[config.mk]
export PLATFORM = sky130hd
export DESIGN_NAME = id_ex_stage_flat
export DESIGN_NICKNAME = d
export VERILOG_FILES = /design/src/rtl/id_ex_stage_if.sv /design/src/rtl/id_ex_stage.sv /design/src/flat_wrapper.sv
export SDC_FILE = /design/constraint.sdc
export NUM_CORES = 1
export LEC_CHECK = 0
export ABC_AREA = 1
export CAP_MARGIN = 20
export CELL_PAD_IN_SITES_DETAIL_PLACEMENT = 2
export CELL_PAD_IN_SITES_GLOBAL_PLACEMENT = 2
export CORE_AREA = 2 2 155 157
export CTS_CLUSTER_DIAMETER = 100
export DETAILED_ROUTE_END_ITERATION = 8
export DIE_AREA = 0 0 157 159
export PLACE_DENSITY_LB_ADDON = 0.25
export SYNTH_ARGS = -nofsm -noshare
export SYNTH_HDL_FRONTEND = slang
export SYNTH_SLANG_ARGS = --single-unit
[constraint.sdc]
create_clock -name clock -period 2.31 [get_ports clock]
set_input_delay 0.462 -clock clock [delete_from_list [all_inputs] [get_ports clock]]
set_output_delay 0.462 -clock clock [all_outputs]
set_load 0.005 [all_outputs]
[src/rtl/id_ex_stage_if.sv]
// Decode-side request and ID/EX register contents shared between the decode stage and its neighbours.
interface id_ex_stage_if;
    logic        instr_valid;
    logic [31:0] instr;
    logic [31:0] rs_data;
    logic [31:0] rt_data;
    logic        stall;
    logic        flush;
    logic        ex_reg_write;
    logic [4:0]  ex_dest;
    logic [31:0] ex_result;
    logic [3:0]  ALUOp;
    logic [31:0] rs;
    logic [31:0] rt;
    logic [4:0]  shamt;
    logic [4:0]  dest_reg;
    logic        reg_write;
    logic        valid;
    logic        illegal;

    modport master (
        output instr_valid, instr, rs_data, rt_data, stall, flush,
               ex_reg_write, ex_dest, ex_result,
        input  ALUOp, rs, rt, shamt, dest_reg, reg_write, valid, illegal
    );

    modport slave (
        input  instr_valid, instr, rs_data, rt_data, stall, flush,
               ex_reg_write, ex_dest, ex_result,
        output ALUOp, rs, rt, shamt, dest_reg, reg_write, valid, illegal
    );
endinterface

[src/rtl/id_ex_stage.sv]
// MIPS decode plus ID/EX pipeline register feeding the ALU: decodes ALUOp/operands,
// forwards the EX result into the source operands, and registers everything on posedge clock.
module id_ex_stage #(
    parameter bit REG_ZERO_FWD = 1'b0
) (
    input logic          clock,
    input logic          reset,
    id_ex_stage_if.slave bus
);
    localparam int unsigned XLEN = 32;
    localparam int unsigned OPW  = 4;
    localparam int unsigned RW   = 5;

    localparam logic [OPW-1:0] ALU_NONE = 4'd0;
    localparam logic [OPW-1:0] ALU_ADD  = 4'd1;
    localparam logic [OPW-1:0] ALU_SUB  = 4'd2;
    localparam logic [OPW-1:0] ALU_AND  = 4'd3;
    localparam logic [OPW-1:0] ALU_OR   = 4'd4;
    localparam logic [OPW-1:0] ALU_NOR  = 4'd5;
    localparam logic [OPW-1:0] ALU_SLT  = 4'd6;
    localparam logic [OPW-1:0] ALU_SLL  = 4'd7;
    localparam logic [OPW-1:0] ALU_SRL  = 4'd8;
    localparam logic [OPW-1:0] ALU_SRA  = 4'd9;

    logic [5:0]      opcode;
    logic [5:0]      funct;
    logic [RW-1:0]   rs_idx;
    logic [RW-1:0]   rt_idx;
    logic            fwd_rs_c;
    logic            fwd_rt_c;
    logic [XLEN-1:0] op_a_c;
    logic [XLEN-1:0] op_b_c;
    logic [XLEN-1:0] imm_sx_c;
    logic [XLEN-1:0] imm_zx_c;

    logic [OPW-1:0]  d_aluop;
    logic [XLEN-1:0] d_rs;
    logic [XLEN-1:0] d_rt;
    logic [RW-1:0]   d_shamt;
    logic [RW-1:0]   d_dest;
    logic            d_rw;
    logic            d_illegal;
    logic            d_nop;

    assign opcode   = bus.instr[31:26];
    assign funct    = bus.instr[5:0];
    assign rs_idx   = bus.instr[25:21];
    assign rt_idx   = bus.instr[20:16];
    assign imm_sx_c = {{16{bus.instr[15]}}, bus.instr[15:0]};
    assign imm_zx_c = {16'h0000, bus.instr[15:0]};

    // Bypass the EX result when it targets a source; $0 is only bypassed in debug builds.
    assign fwd_rs_c = bus.ex_reg_write && (bus.ex_dest == rs_idx) && (REG_ZERO_FWD || (bus.ex_dest != '0));
    assign fwd_rt_c = bus.ex_reg_write && (bus.ex_dest == rt_idx) && (REG_ZERO_FWD || (bus.ex_dest != '0));
    assign op_a_c   = fwd_rs_c ? bus.ex_result : bus.rs_data;
    assign op_b_c   = fwd_rt_c ? bus.ex_result : bus.rt_data;

    always_comb begin
        d_aluop   = ALU_NONE;
        d_rs      = op_a_c;
        d_rt      = op_b_c;
        d_shamt   = '0;
        d_dest    = '0;
        d_illegal = 1'b0;
        d_nop     = (bus.instr == '0);
        if (!d_nop) begin
            case (opcode)
                6'h00: begin
                    d_dest = bus.instr[15:11];
                    case (funct)
                        6'h20, 6'h21: d_aluop = ALU_ADD;
                        6'h22, 6'h23: d_aluop = ALU_SUB;
                        6'h24:        d_aluop = ALU_AND;
                        6'h25:        d_aluop = ALU_OR;
                        6'h27:        d_aluop = ALU_NOR;
                        6'h2A:        d_aluop = ALU_SLT;
                        6'h00: begin d_aluop = ALU_SLL; d_shamt = bus.instr[10:6]; end
                        6'h02: begin d_aluop = ALU_SRL; d_shamt = bus.instr[10:6]; end
                        6'h03: begin d_aluop = ALU_SRA; d_shamt = bus.instr[10:6]; end
                        default:      d_illegal = 1'b1;
                    endcase
                end
                6'h08, 6'h09: begin d_aluop = ALU_ADD; d_rt = imm_sx_c; d_dest = rt_idx; end
                6'h0A:        begin d_aluop = ALU_SLT; d_rt = imm_sx_c; d_dest = rt_idx; end
                6'h0C:        begin d_aluop = ALU_AND; d_rt = imm_zx_c; d_dest = rt_idx; end
                6'h0D:        begin d_aluop = ALU_OR;  d_rt = imm_zx_c; d_dest = rt_idx; end
                default:      d_illegal = 1'b1;
            endcase
        end
        // NOP and undecodable words carry no operands into EX.
        if (d_nop || d_illegal) begin
            d_aluop = ALU_NONE;
            d_rs    = '0;
            d_rt    = '0;
            d_shamt = '0;
            d_dest  = '0;
        end
        d_rw = !d_nop && !d_illegal && (d_dest != '0);
    end

    always_ff @(posedge clock) begin
        if (reset || bus.flush || (!bus.stall && !bus.instr_valid)) begin
            bus.ALUOp     <= ALU_NONE;
            bus.rs        <= '0;
            bus.rt        <= '0;
            bus.shamt     <= '0;
            bus.dest_reg  <= '0;
            bus.reg_write <= 1'b0;
            bus.valid     <= 1'b0;
            bus.illegal   <= 1'b0;
        end else if (!bus.stall) begin
            bus.ALUOp     <= d_aluop;
            bus.rs        <= d_rs;
            bus.rt        <= d_rt;
            bus.shamt     <= d_shamt;
            bus.dest_reg  <= d_dest;
            bus.reg_write <= d_rw;
            bus.valid     <= 1'b1;
            bus.illegal   <= d_illegal;
        end
    end
endmodule
[src/flat_wrapper.sv]
// flat-port wrapper written by rule: the top's interface ports become plain ports
module id_ex_stage_flat 
#(
    parameter bit REG_ZERO_FWD = 1'b0
)
  (clock, reset, bus_instr_valid, bus_instr, bus_rs_data, bus_rt_data, bus_stall, bus_flush, bus_ex_reg_write, bus_ex_dest, bus_ex_result, bus_ALUOp, bus_rs, bus_rt, bus_shamt, bus_dest_reg, bus_reg_write, bus_valid, bus_illegal);
  id_ex_stage_if bus_i ();
  input logic clock;
  input logic reset;
  input wire logic [$bits(bus_i.instr_valid)-1:0] bus_instr_valid;
  input wire logic [$bits(bus_i.instr)-1:0] bus_instr;
  input wire logic [$bits(bus_i.rs_data)-1:0] bus_rs_data;
  input wire logic [$bits(bus_i.rt_data)-1:0] bus_rt_data;
  input wire logic [$bits(bus_i.stall)-1:0] bus_stall;
  input wire logic [$bits(bus_i.flush)-1:0] bus_flush;
  input wire logic [$bits(bus_i.ex_reg_write)-1:0] bus_ex_reg_write;
  input wire logic [$bits(bus_i.ex_dest)-1:0] bus_ex_dest;
  input wire logic [$bits(bus_i.ex_result)-1:0] bus_ex_result;
  output wire logic [$bits(bus_i.ALUOp)-1:0] bus_ALUOp;
  output wire logic [$bits(bus_i.rs)-1:0] bus_rs;
  output wire logic [$bits(bus_i.rt)-1:0] bus_rt;
  output wire logic [$bits(bus_i.shamt)-1:0] bus_shamt;
  output wire logic [$bits(bus_i.dest_reg)-1:0] bus_dest_reg;
  output wire logic [$bits(bus_i.reg_write)-1:0] bus_reg_write;
  output wire logic [$bits(bus_i.valid)-1:0] bus_valid;
  output wire logic [$bits(bus_i.illegal)-1:0] bus_illegal;
  assign bus_i.instr_valid = bus_instr_valid;
  assign bus_i.instr = bus_instr;
  assign bus_i.rs_data = bus_rs_data;
  assign bus_i.rt_data = bus_rt_data;
  assign bus_i.stall = bus_stall;
  assign bus_i.flush = bus_flush;
  assign bus_i.ex_reg_write = bus_ex_reg_write;
  assign bus_i.ex_dest = bus_ex_dest;
  assign bus_i.ex_result = bus_ex_result;
  assign bus_ALUOp = bus_i.ALUOp;
  assign bus_rs = bus_i.rs;
  assign bus_rt = bus_i.rt;
  assign bus_shamt = bus_i.shamt;
  assign bus_dest_reg = bus_i.dest_reg;
  assign bus_reg_write = bus_i.reg_write;
  assign bus_valid = bus_i.valid;
  assign bus_illegal = bus_i.illegal;
  id_ex_stage #(.REG_ZERO_FWD(REG_ZERO_FWD)) u_core (.clock(clock), .reset(reset), .bus(bus_i));
endmodule
==> results of run 1 <==
-- cells in the mapped netlist --
cell,count
nor3_1,1
nor2_2,8
nor3_2,1
o211ai_1,1
nor2_8,1
inv_4,1
nand2_2,13
o21ai_1,1
o21ai_2,2
buf_4,1
nand3_2,12
xnor2_1,3
inv_1,46
inv_6,1
xor2_1,2
a21boi_2,1
nor2_4,2
nand2_1,297
a21oi_2,14
inv_2,3
nor2_1,48
buf_2,5
nand2_4,1
buf_12,2
a31oi_1,1
or2_2,7
nand4_1,6
clkbuf_1,30
a21oi_1,70
nand3_1,73
buf_6,5
nand3_4,2
o21ai_0,20
dfxtp_1,81
-- critical path, delay by kind of cell --
| kind | cells | cell delay (ps) |
|---|---|---|
| AOI/OAI and AO/OA | 2 | 290 |
| and+or+nand+nor | 6 | 560 |
| buffers and inverters | 4 | 970 |
-- worst max-delay path by stage --
| stage | cells after the start | end | slack (ps) | from |
|---|---|---|---|---|
| after floorplan | 11 | u_core.bus.rt[10] | 540 | bus_ex_dest[1] |
| after global placement | 12 | u_core.bus.rt[7] | -70 | bus_instr[20] |
| after detailed placement | 12 | u_core.bus.rt[7] | -120 | bus_instr[20] |
| after CTS | 12 | u_core.bus.rt[7] | 250 | bus_instr[20] |
| after global routing | 12 | u_core.bus.rt[21] | 70 | bus_instr[5] |
| final | 12 | u_core.bus.rt[7] | 250 | bus_instr[20] |
-- final cells by class --
class | instances | area, sq um
sequential | 81 | 1622
clock buffer | 11 | 242.7
tap | 319 | 399.1
timing repair buffer | 292 | 2900
inverter | 51 | 198.9
fill | 2781 | 15010
clock inverter | 3 | 42.54
multi-input combinational | 587 | 2781
-- report_power, final --
group	total, W	switching (W)	internal, W
Clock	0.00146	0.000605	0.000855
Sequential	0.00141	0.00000419	0.00140
Combinational	0.000749	0.000363	0.000386
Total	0.00362	0.000972	0.00264
-- kinds of logic (layout without fill, tap and decap cells) --
| logic type | count (synthesis) | in the layout |
|---|---|---|
| AO/OA/AOI/OAI | 110 | 110 |
| buffers and inverters | 94 | 357 |
| flip-flops | 81 | 81 |
| XOR/XNOR | 5 | 5 |
| AND/OR/NAND/NOR | 472 | 472 |
-- through the flow --
| stage | hold WS [ps] | area, sq um | cells |
|---|---|---|---|
| after floorplan | 452.7 | 4823 | 762 |
| after global routing | 475.6 | 8187 | 1344 |
| final | 464.6 | 8187 | 1344 |
| after CTS | 466.9 | 8187 | 1344 |
| after detailed placement | 460.2 | 7901 | 1330 |
| after global placement | 453.5 | 7901 | 1330 |
-- metal layers --
layer	share of wire	wire, um	up-vias	track usage
met5	0	0	-	0
met4	0.0070	156	0	0.03086
met3	0.043	954	10	0.03484
met2	0.47	10530	125	0.3078
met1	0.48	10650	2776	0.2379
li1	-	-	2941	-
-- placed cells by master, fill, tap and decap left out, types with 3 or more instances in the layout --
master / netlist / final
nand3_1: 73 / 73
inv_1: 46 / 46
nand3_2: 12 / 12
buf_4: 1 / 61
dfxtp_1: 81 / 81
a21oi_1: 70 / 70
nor2_2: 8 / 9
clkdlybuf4s50_1: 0 / 218
nor2_1: 48 / 47
or2_2: 7 / 7
o21ai_0: 20 / 20
clkbuf_16: 0 / 9
inv_2: 3 / 3
nand2_2: 13 / 13
xnor2_1: 3 / 3
nand4_1: 6 / 6
a21oi_2: 14 / 14
nand2_1: 297 / 297
buf_12: 2 / 13
==> reports/summary.md, run 1 <==
Counting cells, the worst reg-to-reg path comes to 4. The effective utilization at floorplan is 0.2080. The floorplan step defined a core boundary enclosing 0.02319 sq mm. The source-to-sink clock delay at the later pin of the worst-skew pair is 330 ps, and the placer congestion estimate is 0.7889.

The count of nets left with antenna violations once routing finished came out at 0. In this run the critical register-to-register path is captured at u_core.bus.reg_write. Area share of the largest cell type after synthesis: 0.3362. The biggest area contributor in the post-synthesis netlist is dfxtp_1. The startpoint identified for the worst register-to-register timing path is u_core.bus.reg_write. Once routing completed, OpenROAD measured the worst setup slack at 246.2 ps. For this run, design rule violations remaining after detail routing come to 0. The final net count was 1161.

Across the routed clock network, the largest skew measured is 0 ps. The transition time at the pin with the least slew margin is 430.4 ps. The tool flagged a number of max-cap violations equal to 0. The first detailed-routing pass ran for 4 iterations. The die covers 0.02496 sq mm.

Worst slack after detailed placement: -124.1 ps. The clock sink total is 81, and the count of final setup violators is 0. From bottom edge to top edge, the die measures 159 um.

Timing would allow up to 484.6 MHz. VDD sags by at most 0.0003319 V. Counting flops and latches in the post-synthesis netlist gives 81. At the worst endpoint, the required time is 2530 ps. The final standard cell utilization of the core was 0.3530. The repair_antennas step left the layout with diodes totalling 0. The maximum number of pins on one net before global-route repair was 60. The critical path goes through clkdlybuf4s50_1 -> inv_1 -> nand2_1 -> nand4_1 -> nor2_2 -> nand2_1 -> buf_12 -> o21ai_0 -> buf_4 -> nand2_1 -> nand2_1 -> a21oi_1.

The post-synthesis cell type count was 34. The logs give 0 for the number of pins exceeding their max-slew limit in the final report and 762 for the count of mapped cells out of synthesis. Along the worst path, the maximum fanout reaches 23. The synthesized netlist occupies a cell area of 0.004823 sq mm.

Global-route usage over all layers: 0.1803. Compared with the post-synthesis result, the final layout area differs by 69.73%. After global routing the overflow that remains totals 0. CTS built an H-tree with a depth of 3.

The xor/xnor cell area share of the yosys netlist is 0.009079. The critical path in this run is classified as in -> reg. The largest registers in the layout are u_core.bus.rs: 32 flops, u_core.bus.rt: 32 flops.

Initial antenna violation count: 0. The multiplexer share of the synthesized area was 0; the wire length per cell was 16.59 um. The post-synthesis simple-gate area fraction came out at 0.4348. The flow ran to the end, and the final reports show no timing, DRC or antenna violations. The worst hold path passes through 2 cells.

Setup slack on the worst flop-to-flop path: 1620 ps. The maximum count of clock buffers along a single path came out at 2. Yosys printed 0 warnings.

The share of the clock period used by the worst path came out at 0.8934. After clock tree synthesis, the clock-pin slew on the worst setup and hold paths is 70 ps. TritonCTS built the clock tree. Setup repair after global routing left no endpoint under its margin. The total wire length was 22290 um. The HPWL after detailed placement is 17570 um.

Setup total negative slack on the finished layout was measured at 0 ps. The number of clock buffers added by TritonCTS is 9. The via count of the first global-routing pass was 6214; the via density per instance was 4.354.

The sequential area share after synthesis is 0.3362. The largest family of logic cells by synthesized area was simple AND/OR/NAND/NOR gates. Sort of element at the start of the critical path: a primary input. The floorplan has 56 rows.

In the post-synthesis netlist, the biggest area contributors are dfxtp_1 (34%), nand2_1 (23%), nand3_1 (7.6%). In this run the clock root is driven by a clkbuf_16. The largest single stage delay on the critical path is 580 ps.

Total power: 0.003617 W. Across all layers, the routed design uses 5852 vias. The worst setup path is captured at a flop.

The logs give 0 for the final-report hold violation count and 0 for the number of gates resized after CTS. In this run the mean area of a mapped cell was 6.330 sq um. The largest individual stage delay along the critical path comes from the cell clkdlybuf4s50_1.

The share of final-layout standard cells stronger than drive strength 1 is 0.1541, and the minimum period implied by the final worst setup slack is 2064 ps. The number of nets in the synthesized netlist is 901. The area share of fa/ha/maj cells after synthesis was 0; the headroom to the max-slew limit was 0.7131. In this run the power density over the cells is 441.8 mW/mm^2. The cell that appears most often on the critical path is nand2_1. Class of the worst hold path: reg -> reg.

The detailed router finished its first iteration with 168 violations. The terminating pin of the worst hold path is u_core.bus.shamt[1]. Summed over all cells, the static leakage comes to 3.256 nW. Post-CTS timing repair inserted 0 buffers for setup. The first-pass GRT wire length came out at 35110 um. The area fraction in compound gates after synthesis came out at 0.1287. For this design, the CTS-stage hold fixing added 0 buffers. Source of the worst hold timing path: u_core.bus.shamt[1]. The width of the die is 157 um.

Top-level port count: 220. The count of buffers added on input and output ports is 219. Data arrives at the worst endpoint at 2280 ps.
No activity file was read; power rests on OpenSTA's default activity.
==> inputs of run 2 (changes only) <==
--- a/config.mk
+++ b/config.mk
@@ -9,10 +9,10 @@
 export CAP_MARGIN = 20
 export CELL_PAD_IN_SITES_DETAIL_PLACEMENT = 2
 export CELL_PAD_IN_SITES_GLOBAL_PLACEMENT = 2
-export CORE_AREA = 2 2 155 157
-export CTS_CLUSTER_DIAMETER = 100
+export CORE_AREA = 2 2 128 130
 export DETAILED_ROUTE_END_ITERATION = 8
-export DIE_AREA = 0 0 157 159
+export DIE_AREA = 0 0 130 132
+export DONT_BUFFER_PORTS = 1
 export PLACE_DENSITY_LB_ADDON = 0.25
 export SYNTH_ARGS = -nofsm -noshare
 export SYNTH_HDL_FRONTEND = slang
==> reports/summary.md, run 2 (same netlist as run 1, synthesis figures left out) <==
The flow ran to the end, and the final reports show no timing, DRC or antenna violations. The share of the clock period used by the worst path works out to 0.7852. The core region is 0.01571 sq mm. The filler cell count is 1943, and the total wire length is 18550 um. The wire-length estimate of the detail-placed layout is 14010 um.

Register clock-pin slew on the reported worst setup and hold paths: 60 ps. Setup repair after global routing left no endpoint under its margin. Via count of the first global-routing pass: 5248.

At the worst endpoint, the required time is 2570 ps. Met1 global-route usage: 0.2641. The total power per unit cell area was 632.8 mW/mm^2; the summed negative setup slack over all endpoints was 0 ps.

The iteration-0 DRC count of the detailed router is 149. Worst IR drop on VDD: 0.0003199 V. The proportion of power drawn by flip-flops and latches is 0.422, and the transition time at the pin with the least slew margin is 496.2 ps. Summed over all cells, the static leakage comes to 2.096 nW.

The initial antenna violation count was 0; the maximum clock rate was 551.3 MHz. The source-to-sink clock delay at the later pin of the worst-skew pair is 340 ps, and the effective utilization at floorplan is 0.3070. In this run the number of H-tree levels came out at 3. The worst setup path is of the in -> reg kind.

The top cell types in the final layout, fill and taps aside, are nand2_1 (297), dfxtp_1 (81), nand3_1 (73), a21oi_1 (70), nor2_1 (47). STA classifies the critical path endpoint as a flop. For this run, design rule violations remaining after detail routing come to 0.

Switching power as a share of total power: 0.2633. In this run the worst path has a maximum fanout of 50. The tightest min-delay check is of the in -> reg type.

In the final layout, the registers with the most flip-flops are u_core.bus.rs: 32 flops, u_core.bus.rt: 32 flops. The clock sink total was 81. The count of final setup violators came out at 0. met2 is the most crowded layer. Using the TritonRoute via totals, the vias-per-cell ratio works out to 5.086. At the end of routability-driven placement, the weighted congestion stood at 0.8178.

The tools report the clock network power share as 0.474. STA classifies the critical path startpoint as a primary input. In this run, post-CTS hold repair placed 0 buffers.

The diode insertion count for antenna repair is 0, and the row count is 46. The headroom to the max-slew limit was 0.6692; the total clock buffers created by CTS was 9. Measured along the x axis, the die boundary spans 130 um. The number of pins exceeding their max-slew limit in the final report was 0. The tools report the detailed-route via count as 4888. The combinational cell fraction of total power was 0.103. The net switching power was 0.0008796 W. Across the run, the number of max-cap violations was 0. At the end of the flow, the number of nets in the layout was 879. The tools report the total overflow reported by the global router as 0. The run gives 0.002461 W as the internal portion of total power. Buffers placed on the I/O ports in this run total 0.

The die is 132 um tall. The tools report the buffer count from post-CTS setup fixing as 0. The first-pass GRT wire length was 29130 um; the maximum number of pins on one net before global-route repair was 84.

The run gives 0.2177 as the global-route usage over all layers. The tools report the die area as 0.01716 sq mm. Final hold analysis gives a worst-case slack of 263.2 ps. The met3 usage in global routing is 0.06899, and the share of final-layout standard cells stronger than drive strength 1 is 0.1289. The count of nets left with antenna violations once routing finished came out at 0. Gates resized during post-CTS repair numbered 0. The tree is rooted in a clkbuf_16.

The minimum period implied by the final worst setup slack works out to 1814 ps. The tools report the met2 usage in global routing as 0.3610. After detailed routing, the average wire length per cell comes to 19.31 um.

TritonCTS built the clock tree. The final-report hold violation count came out at 0. The first detailed-routing pass took 4 iterations. The commonest non-fill, non-tap cell in the layout is nand2_1. The clock passes through at most 2 buffers. During I/O placement, the number of pins put on the boundary was 220. The area growth from synthesis to layout works out to 9.442%. The clock arrives with 0 ps of skew.

The arrival time reported for the critical path endpoint came out at 2080 ps.
[run 2: layer usage]
layer	up-vias	wire, um
met5	-	0
met4	0	407
met3	26	1465
met2	149	8808
met1	2341	7872
li1	2372	-
[run 2: final timing paths]
path	endpoint	cells after the start	start	slack (ps)
hold reg to reg	u_core.bus.dest_reg[2]	2	u_core.bus.dest_reg[2]	480
setup / recovery	u_core.bus.dest_reg[1]	9	bus_instr[5]	500
setup reg to reg	u_core.bus.reg_write	4	u_core.bus.reg_write	1580
hold / removal	u_core.bus.ALUOp[1]	2	bus_stall	260
[run 2: through the flow]
step,cells,setup slack (ps),instance area (sq um),power (W),utilization
global route,961,297.1,5279,0.003508,0.3360
global placement,945,281.8,4960,0.001776,0.3157
finish,961,496.2,5279,0.003341,0.3360
CTS,961,494.7,5279,0.003386,0.3360
floorplan,762,538.8,4823,0.001719,-
detailed placement,945,177.9,4960,0.001791,0.3157
[run 2: layout make-up]
| type | instances | area, sq um | area share |
|---|---|---|---|
| Multi-Input combinational cell | 587 | 2781 | 0.5269 |
| Sequential cell | 81 | 1622 | 0.3072 |
| Tap cell | 216 | 270.3 | 0.05120 |
| Clock buffer | 10 | 229.0 | 0.04338 |
| Inverter | 51 | 198.9 | 0.03769 |
| Clock inverter | 6 | 90.09 | 0.01707 |
| Timing Repair Buffer | 10 | 87.58 | 0.01659 |
[run 2: power by group through the flow]
stage	sequential, W	combinational (W)	clock [W]
2_1_floorplan	0.00144	0.000279	0
4_1_cts	0.00141	0.000352	0.00162
3_5_place_dp	0.00144	0.000348	0
5_1_grt	0.00141	0.000393	0.00170
3_3_place_gp	0.00144	0.000334	0
6_report	0.00141	0.000345	0.00159
[run 2: critical path, cell delays in order]
cell and delay [ps]:
nor2_1 270, nand3_1 200, nand2_1 130, nor2_2 50, nand2_2 90, nand3_4 180
inv_6 410, nand2_1 130, a21oi_1 150
